### src/rtl/riscv_pkg.sv
// rtl/riscv_pkg.sv - shared RV32I pipeline types and widths
package riscv_pkg;

   localparam int XLEN   = 32;
   localparam int REGW   = 5;
   localparam int ALUOPW = 4;

   typedef enum logic [ALUOPW-1:0] {
      ALU_ADD  = 4'd0,
      ALU_SUB  = 4'd1,
      ALU_SLL  = 4'd2,
      ALU_SLT  = 4'd3,
      ALU_SLTU = 4'd4,
      ALU_XOR  = 4'd5,
      ALU_SRL  = 4'd6,
      ALU_SRA  = 4'd7,
      ALU_OR   = 4'd8,
      ALU_AND  = 4'd9,
      ALU_LUI  = 4'd10
   } alu_op_t;

   typedef struct packed {
      logic              Wreg;
      logic              MemRead;
      logic              MemWrite;
      logic [ALUOPW-1:0] ALUop;
   } ctrl_t;

   // An all-zero control word is a bubble: no writes, no memory access, ALU_ADD.
   localparam ctrl_t BUBBLE_CTRL = '0;

endpackage

### src/rtl/hazard_detect.sv
// rtl/hazard_detect.sv - combinational load-use hazard and stall generation
module hazard_detect #(
   parameter int REGW = 5
) (
   input  logic            valid_exe,
   input  logic            memread_exe,
   input  logic [REGW-1:0] rd_exe,
   input  logic            valid_id,
   input  logic            use_rs1,
   input  logic            use_rs2,
   input  logic [REGW-1:0] addr1,
   input  logic [REGW-1:0] addr2,
   input  logic            flush,
   input  logic            hold,
   output logic            lu,
   output logic            stall
);

   logic rs1_hit;
   logic rs2_hit;

   assign rs1_hit = use_rs1 && (addr1 == rd_exe);
   assign rs2_hit = use_rs2 && (addr2 == rd_exe);

   // x0 never carries a dependence, so a load into rd 0 is ignored.
   assign lu    = valid_exe && memread_exe && (rd_exe != '0) && valid_id && (rs1_hit || rs2_hit);
   assign stall = lu && !flush && !hold;

endmodule

### src/rtl/id_exe_stage.sv
// rtl/id_exe_stage.sv - ID/EXE pipeline register with load-use bubble insertion
module id_exe_stage #(
   parameter int XLEN   = riscv_pkg::XLEN,
   parameter int REGW   = riscv_pkg::REGW,
   parameter int ALUOPW = riscv_pkg::ALUOPW,
   parameter int CNTW   = 16
) (
   input  logic              Clock,
   input  logic              nReset,
   input  logic [XLEN-1:0]   rs1F,
   input  logic [XLEN-1:0]   rs2F,
   input  logic [REGW-1:0]   addr1,
   input  logic [REGW-1:0]   addr2,
   input  logic              use_rs1,
   input  logic              use_rs2,
   input  logic [REGW-1:0]   rd_ID,
   input  logic [XLEN-1:0]   imm_ID,
   input  logic [XLEN-1:0]   pc_ID,
   input  logic              valid_ID,
   input  logic              Wreg_ID,
   input  logic              MemRead_ID,
   input  logic              MemWrite_ID,
   input  logic [ALUOPW-1:0] ALUop_ID,
   input  logic              flush,
   input  logic              hold,
   output logic [XLEN-1:0]   rs1_EXE,
   output logic [XLEN-1:0]   rs2_EXE,
   output logic [XLEN-1:0]   imm_EXE,
   output logic [XLEN-1:0]   pc_EXE,
   output logic [REGW-1:0]   rd_EXE,
   output logic              Wreg_EXE,
   output logic              MemRead_EXE,
   output logic              MemWrite_EXE,
   output logic              valid_EXE,
   output logic [ALUOPW-1:0] ALUop_EXE,
   output logic              stall,
   output logic [CNTW-1:0]   hazard_count
);

   import riscv_pkg::*;

   ctrl_t           ctrl_q;
   ctrl_t           ctrl_d;
   logic            valid_q;
   logic [XLEN-1:0] rs1_q;
   logic [XLEN-1:0] rs2_q;
   logic [XLEN-1:0] imm_q;
   logic [XLEN-1:0] pc_q;
   logic [REGW-1:0] rd_q;
   logic [CNTW-1:0] count_q;
   logic            lu;

   hazard_detect #(.REGW(REGW)) u_hazard_detect (
      .valid_exe   (valid_q),
      .memread_exe (ctrl_q.MemRead),
      .rd_exe      (rd_q),
      .valid_id    (valid_ID),
      .use_rs1     (use_rs1),
      .use_rs2     (use_rs2),
      .addr1       (addr1),
      .addr2       (addr2),
      .flush       (flush),
      .hold        (hold),
      .lu          (lu),
      .stall       (stall)
   );

   always_comb begin
      ctrl_d = BUBBLE_CTRL;
      if (valid_ID) begin
         ctrl_d.Wreg     = Wreg_ID;
         ctrl_d.MemRead  = MemRead_ID;
         ctrl_d.MemWrite = MemWrite_ID;
         ctrl_d.ALUop    = ALUop_ID;
      end
   end

   // hold freezes everything; flush outranks the load-use bubble.
   always_ff @(posedge Clock or negedge nReset) begin
      if (!nReset) begin
         ctrl_q  <= BUBBLE_CTRL;
         valid_q <= 1'b0;
         rs1_q   <= '0;
         rs2_q   <= '0;
         imm_q   <= '0;
         pc_q    <= '0;
         rd_q    <= '0;
         count_q <= '0;
      end else if (!hold) begin
         if (flush || lu) begin
            ctrl_q  <= BUBBLE_CTRL;
            valid_q <= 1'b0;
            rs1_q   <= '0;
            rs2_q   <= '0;
            imm_q   <= '0;
            pc_q    <= '0;
            rd_q    <= '0;
         end else begin
            ctrl_q  <= ctrl_d;
            valid_q <= valid_ID;
            rs1_q   <= rs1F;
            rs2_q   <= rs2F;
            imm_q   <= imm_ID;
            pc_q    <= pc_ID;
            rd_q    <= rd_ID;
         end
         if (stall && (count_q != '1)) begin
            count_q <= count_q + {{(CNTW-1){1'b0}}, 1'b1};
         end
      end
   end

   assign rs1_EXE      = rs1_q;
   assign rs2_EXE      = rs2_q;
   assign imm_EXE      = imm_q;
   assign pc_EXE       = pc_q;
   assign rd_EXE       = rd_q;
   assign Wreg_EXE     = ctrl_q.Wreg;
   assign MemRead_EXE  = ctrl_q.MemRead;
   assign MemWrite_EXE = ctrl_q.MemWrite;
   assign ALUop_EXE    = ctrl_q.ALUop;
   assign valid_EXE    = valid_q;
   assign hazard_count = count_q;

endmodule
### config.mk
export PLATFORM = sky130hd
export DESIGN_NAME = id_exe_stage
export DESIGN_NICKNAME = d
export VERILOG_FILES = /design/src/rtl/riscv_pkg.sv /design/src/rtl/hazard_detect.sv /design/src/rtl/id_exe_stage.sv
export SDC_FILE = /design/constraint.sdc
export NUM_CORES = 1
export LEC_CHECK = 0
export BUFFER_PORTS_ARGS = -buffer_cell sky130_fd_sc_hd__buf_2
export CORE_AREA = 4 4 121 123
export CTS_BUF_LIST = sky130_fd_sc_hd__clkbuf_2
export CTS_CLUSTER_SIZE = 25
export DETAILED_ROUTE_END_ITERATION = 16
export DIE_AREA = 0 0 125 127
export PLACE_DENSITY = 0.83
export SLEW_MARGIN = 10
export SYNTH_ARGS = -nofsm -noshare
export SYNTH_HDL_FRONTEND = slang
export SYNTH_SLANG_ARGS = --single-unit
### constraint.sdc
create_clock -name Clock -period 3.2 [get_ports Clock]
set_input_delay 0.32 -clock Clock [delete_from_list [all_inputs] [get_ports Clock]]
set_output_delay 0.32 -clock Clock [all_outputs]
set_load 0.005 [all_outputs]
## Word level (Yosys, flattened, before mapping)

Cells that the tools add are included.

| word-level totals | value |
|---|---|
| word-level logic and storage cells | 39 |
| flip-flop bits (word level) | 157 |

| cells by class | value |
|---|---|
| add/sub/neg operators | 1 |
| reductions and logical operators | 15 |
| muxes and demuxes | 8 |
| equal/unequal tests | 3 |
| bitwise logic cells | 1 |

Operators with widths:

| kind | number |
|---|---|
| $mux W32 | 4 |
| $add A16 B1 Y16 const B | 1 |
| $ne A16 B16 Y1 const B | 1 |
| $mux W7 | 2 |
| $eq A5 B5 Y1 | 2 |
| $logic_and A1 B1 Y1 | 9 |
| $mux W5 | 1 |
| $reduce_bool A5 Y1 | 1 |
| $logic_not A1 Y1 | 2 |
| $logic_or A1 B1 Y1 | 2 |
| $reduce_and A2 Y1 | 1 |
| $mux W1 | 1 |
| $not A1 Y1 | 1 |

## Depth between registers and ports, before layout

| logic depth | value |
|---|---|
| depth in word-level cells | 8 |
| gate-level depth with buffers | 7 |
| mapped depth without buffers | 6 |

## Cells and area by module

A second synthesis with hierarchy kept.

| second synthesis, totals | value |
|---|---|
| cell total of the unflattened synthesis | 410 |
| area total of the unflattened synthesis | 5948.2 µm² |

By module, submodules not included:

| module | cells an instance | times used | seq. area each (µm²) | area each (µm²) |
|---|---|---|---|---|
| id_exe_stage | 391 | 1 | 3928.8 | 5796.8 |
| hazard_detect | 19 | 1 | 0.0 | 151.4 |

## Least setup slack after synthesis

Ideal clock, no wire load.

| timing path | value |
|---|---|
| path type | register to output |
| start | reg rd_q[1], in the netlist rd_EXE[1] |
| end | out stall |
| buffers on the path | 1 |
| path slack | 1.484 ns |
| stages on the path, launching flop included | 6 |
| data arrival time | 1.396 ns |
| cells stage by stage | dfrtp_1 xnor2_1 nand4_1 o22ai_2 buf_2 and3_1 |

| on the way | value |
|---|---|
| longest elaborated chain between the ends | 6 |

Ends and longest elaborated chain:

| element | RTL line | RTL |
|---|---|---|
| from (decl) | id_exe_stage.sv:49 | `logic [REGW-1:0] rd_q;` |
| from (signal assigned) | id_exe_stage.sv:105 | `rd_q <= rd_ID;` |
| $eq A5 B5 Y1, or another cell as far along | hazard_detect.sv:22 | `assign rs1_hit = use_rs1 && (addr1 == rd_exe);` |
| $logic_and A1 B1 Y1 (on tied branches) | hazard_detect.sv:22, hazard_detect.sv:23, hazard_detect.sv:26 |  |
| $logic_or A1 B1 Y1 / $logic_and A1 B1 Y1 (equally long branches) | hazard_detect.sv:26 | `assign lu = valid_exe && memread_exe && (rd_exe != '0) && valid_id && (rs1_hit \|\| rs2_hit);` |
| $logic_and A1 B1 Y1 * | hazard_detect.sv:26 |  |
| $logic_and A1 B1 Y1 * (2 in a row) | hazard_detect.sv:27 | `assign stall = lu && !flush && !hold;` |
| to (decl) | id_exe_stage.sv:36 | `output logic stall,` |

Every way passes the cells marked *; elsewhere a longest branch is shown, timed or not.

## Worst setup path in the final report

| timing path | value |
|---|---|
| start | reg rd_q[4], in the netlist rd_EXE[4] |
| end | reg ctrl_q (netlist bit MemWrite_EXE) |

| on the way | value |
|---|---|
| longest elaborated chain between the ends | 6 |

Ends and longest elaborated chain:

| element | RTL line | RTL |
|---|---|---|
| $eq A5 B5 Y1, or another cell as far along | hazard_detect.sv:22 |  |
| $logic_and A1 B1 Y1 (on tied branches) | hazard_detect.sv:22, hazard_detect.sv:23, hazard_detect.sv:26 |  |
| $logic_or A1 B1 Y1 / $logic_and A1 B1 Y1 (equally long branches) | hazard_detect.sv:26 |  |
| $logic_and A1 B1 Y1 * | hazard_detect.sv:26 |  |
| $logic_or A1 B1 Y1 * | id_exe_stage.sv:90 | `if (flush \|\| lu) begin` |
| $mux W7 * | id_exe_stage.sv:90 |  |
| to (signal assigned) | id_exe_stage.sv:99 | `ctrl_q <= ctrl_d;` |
| to (decl) | id_exe_stage.sv:42 | `ctrl_t ctrl_q;` |

Marks and branches as above.
A chain may end at the register's enable or synchronous reset.

==> summary.txt <==
Setup path
  • CP max-delay cell: buf_4
  • CP top delay family: buffers and inverters
  • Crit path max fanout: 83
  • Bufs and invs on worst path: 3
  • CP most frequent cell: buf_4
  • Crit Path Class: reg2reg
  • CP peak stage delay: between 0.6 and 0.7 ns
  • Worst Path Arrival: 3.46 ns
  • R2R setup slack: 0.42 ns
  • Critical path endpoint category: register
  • Worst-path cell chain: xnor2_1 > nand4_1 > o22ai_2 > buf_4 > a21oi_4 > buf_4 > a32o_1 > dlygate4sd3_1
  • Critical Path RT: 3.88 ns
  • Startpoint Class: register

Die
  • Rows: 43
  • Initial Utilization: 43.6%
  • Die height: approximately 130 um
  • Core area: around 0.014 mm^2
  • Die area: approximately 0.016 mm^2
  • I/O pin count: roughly 320
  • Die Width: 125 um

Timing
  • Hold Slack: 0.181 ns
  • Slew @ Worst Pin: about 0.88 ns
  • Crit share post-route: between 80% and 90%
  • Clk_skew: between 0.04 and 0.05 ns
  • Max-slew headroom: 41.4%
  • Fin. Hold Viols: 0
  • Final worst setup slack: between 0.4 and 0.5 ns
  • Max frequency: between 300 and 400 MHz
  • Setup-failing EPs final: 0
  • Max Slew Vio Count: 0
  • RSZ-0062 raised after global routing: no
  • Setup TNS: 0 ns
  • Minimum clock period: 2.78 ns

Yosys
  • Warnings, synthesis: 0
  • Seq/Total Area, Yosys: approximately 66%
  • Register bit total from synthesis: ~160
  • Syn nets: 576
  • Synth Cell Area: between 0.005 and 0.006 mm^2
  • Post-Syn Area per Cell: between 10 and 15 um^2
  • Distinct cells, synth: 24
  • Cells after Synth: between 400 and 500

Placed design
  • Setup Slack @ Placement: ~0.9 ns
  • Global placement routability congestion: ~0.81
  • I/O Buffers: ~310
  • Placement-stage cell area: between 0.007 and 0.008 mm^2
  • Placed insts: 882
  • Detail Placement HPWL: 11400 um

Layout
  • Area grow syn2layout: 56.7%
  • Sequential cell area: approximately 0.004 mm^2
  • Post-route insts no fill: approximately 1100
  • Layout cells sized above 1: 40.4%
  • # fillers: 936
  • Most frequent cells in the layout: buf_2, dfrtp_1, dlygate4sd3_1
  • Final Cell Area: a little over 0.009 mm^2
  • Layout Nets: around 1000
  • Most common cell after layout, fill and taps aside: buf_2
  • Multi-input gate area: approximately 0.0018 mm^2

Pwr
  • Comb pwr share: 18.1%
  • Clock power share: about a quarter
  • VDD IR max: around 320 uV
  • Reg power frac: 57.0%
  • Sw Share: between 20% and 30%
  • Internal power: ~2.7 mW
  • Pwr/cell area: 416 mW/mm^2
  • Sw Pwr: 1.14 mW
  • LEAKAGE: between 4 and 5 nW

Routing
  • Post-DRT Antenna Nets: 0
  • First-pass detailed-route iteration total: 4
  • WL final: 20400 um
  • Avg WL per Cell: between 15 and 20 um
  • Drt first-iter violations: 300
  • Detailed-route via count: about 5700
  • Routed vias/inst: ~5.3
  • Residual DRC: 0

Global route
  • Total congestion overflow: 0
  • Initial antenna violation count: 1
  • Gr usage total: between 20% and 30%
  • First-pass GRT wire length: around 32000 um
  • Vias in the first global route: ~6100
  • Largest net degree at the start of global routing: about 90

CTS
  • Max clock buf depth: 2
  • CTS Buf Count: 17
  • Clock root buffer: clkbuf_2
  • CTS tree: built
  • H-tree depth: 4
  • Clock sinks: 157
  • Worst skew pair latency: 0.73 ns
  • Clk slew on worst S/H paths: approximately 0.23 ns

Status
  • Run status: finished clean

Worst hold path
  • Hold Path Class: in2async

Run
  • Max-cap violation count: 0
## through the flow
step                utilization, %  total power [mW]
floorplan                        -              2.45
global placement              55.7              2.75
detailed placement            55.7              2.77
CTS                           68.3              3.88
global route                  68.3              4.07
finish                        68.3              3.88
## power groups by stage
stage	combinational, mW	sequential, mW	clock (mW)
after floorplan	0.208	2.24	0
after global placement	0.520	2.23	0
after detailed placement	0.535	2.23	0
after CTS	0.681	2.20	0.995
after global routing	0.759	2.23	1.08
final	0.701	2.21	0.966
## what timing repair did
action	CTS	global route
hold buffers	152	0
setup endpoints to repair	0	0
endpoints found under the hold margin	231	0
gates resized for setup	0	0
buffers inserted	0	0
## layer usage
layer	routed length (um)	up-vias	global-route usage [%]
li1	-	2513	-
met1	7560	2781	29.1
met2	10400	316	43.6
met3	1590	69	8.15
met4	886	0	12.6
met5	0	-	0
## path summary, 6_finish.rpt
kind                                  startpoint          endpoint  cells after the start
worst min register to register  hazard_count[10]  hazard_count[10]                      1
worst max-delay path                   rd_EXE[4]      MemWrite_EXE                      8
worst min-delay path                      nReset   hazard_count[2]                      2
worst max register to register         rd_EXE[4]      MemWrite_EXE                      8
min in group Clock                       use_rs2   hazard_count[3]                      6
max in group asynchronous                 nReset        imm_EXE[4]                      3
## logic make-up after synthesis
kind of cell	Yosys count	synth area share, %
buf+inv	36	3.70
fa+ha+maj	1	0.210
flops	157	65.9
mux	4	0.756
simple gates	52	4.58
compound gates	146	21.6
xor+xnor	22	3.23
## flip-flops by register name, summed over array words and instances, names as in the netlist
register / cells
imm_EXE: 32
pc_EXE: 32
rs1_EXE: 32
rs2_EXE: 32
hazard_count: 16
rd_EXE: 5
ALUop_EXE: 4
MemRead_EXE: 1
MemWrite_EXE: 1
Wreg_EXE: 1
valid_EXE: 1
## area by class of cell
type	instances	share of cell area (%)
well taps	180	2.41
clock buffers	18	0.965
multi-input cells	225	19.5
clock inverters	14	1.17
diodes	3	0.0804
flip-flops and latches	157	42.1
repair buffers	472	33.8
## synth_stat cells, drive strengths merged
| cell type | n | area (um^2) |
|---|---|---|
| a21boi | 1 | 7.51 |
| a21oi | 2 | 17.5 |
| a22o | 134 | 1170 |
| a32o | 7 | 70.1 |
| and3 | 5 | 31.3 |
| and3b | 1 | 8.76 |
| and4 | 1 | 8.76 |
| buf | 18 | 153 |
| clkbuf | 18 | 67.6 |
| dfrtp | 157 | 3930 |
| ha | 1 | 12.5 |
| mux2 | 4 | 45.0 |
| nand2 | 7 | 26.3 |
| nand2b | 1 | 6.26 |
| nand3 | 10 | 50.1 |
| nand4 | 13 | 81.3 |
| nor2 | 9 | 33.8 |
| nor3 | 4 | 20.0 |
| o21ai | 1 | 5.00 |
| o22ai | 1 | 12.5 |
| or2 | 1 | 6.26 |
| xnor2 | 22 | 193 |
Note: power is estimated with default switching activity, not from simulation.
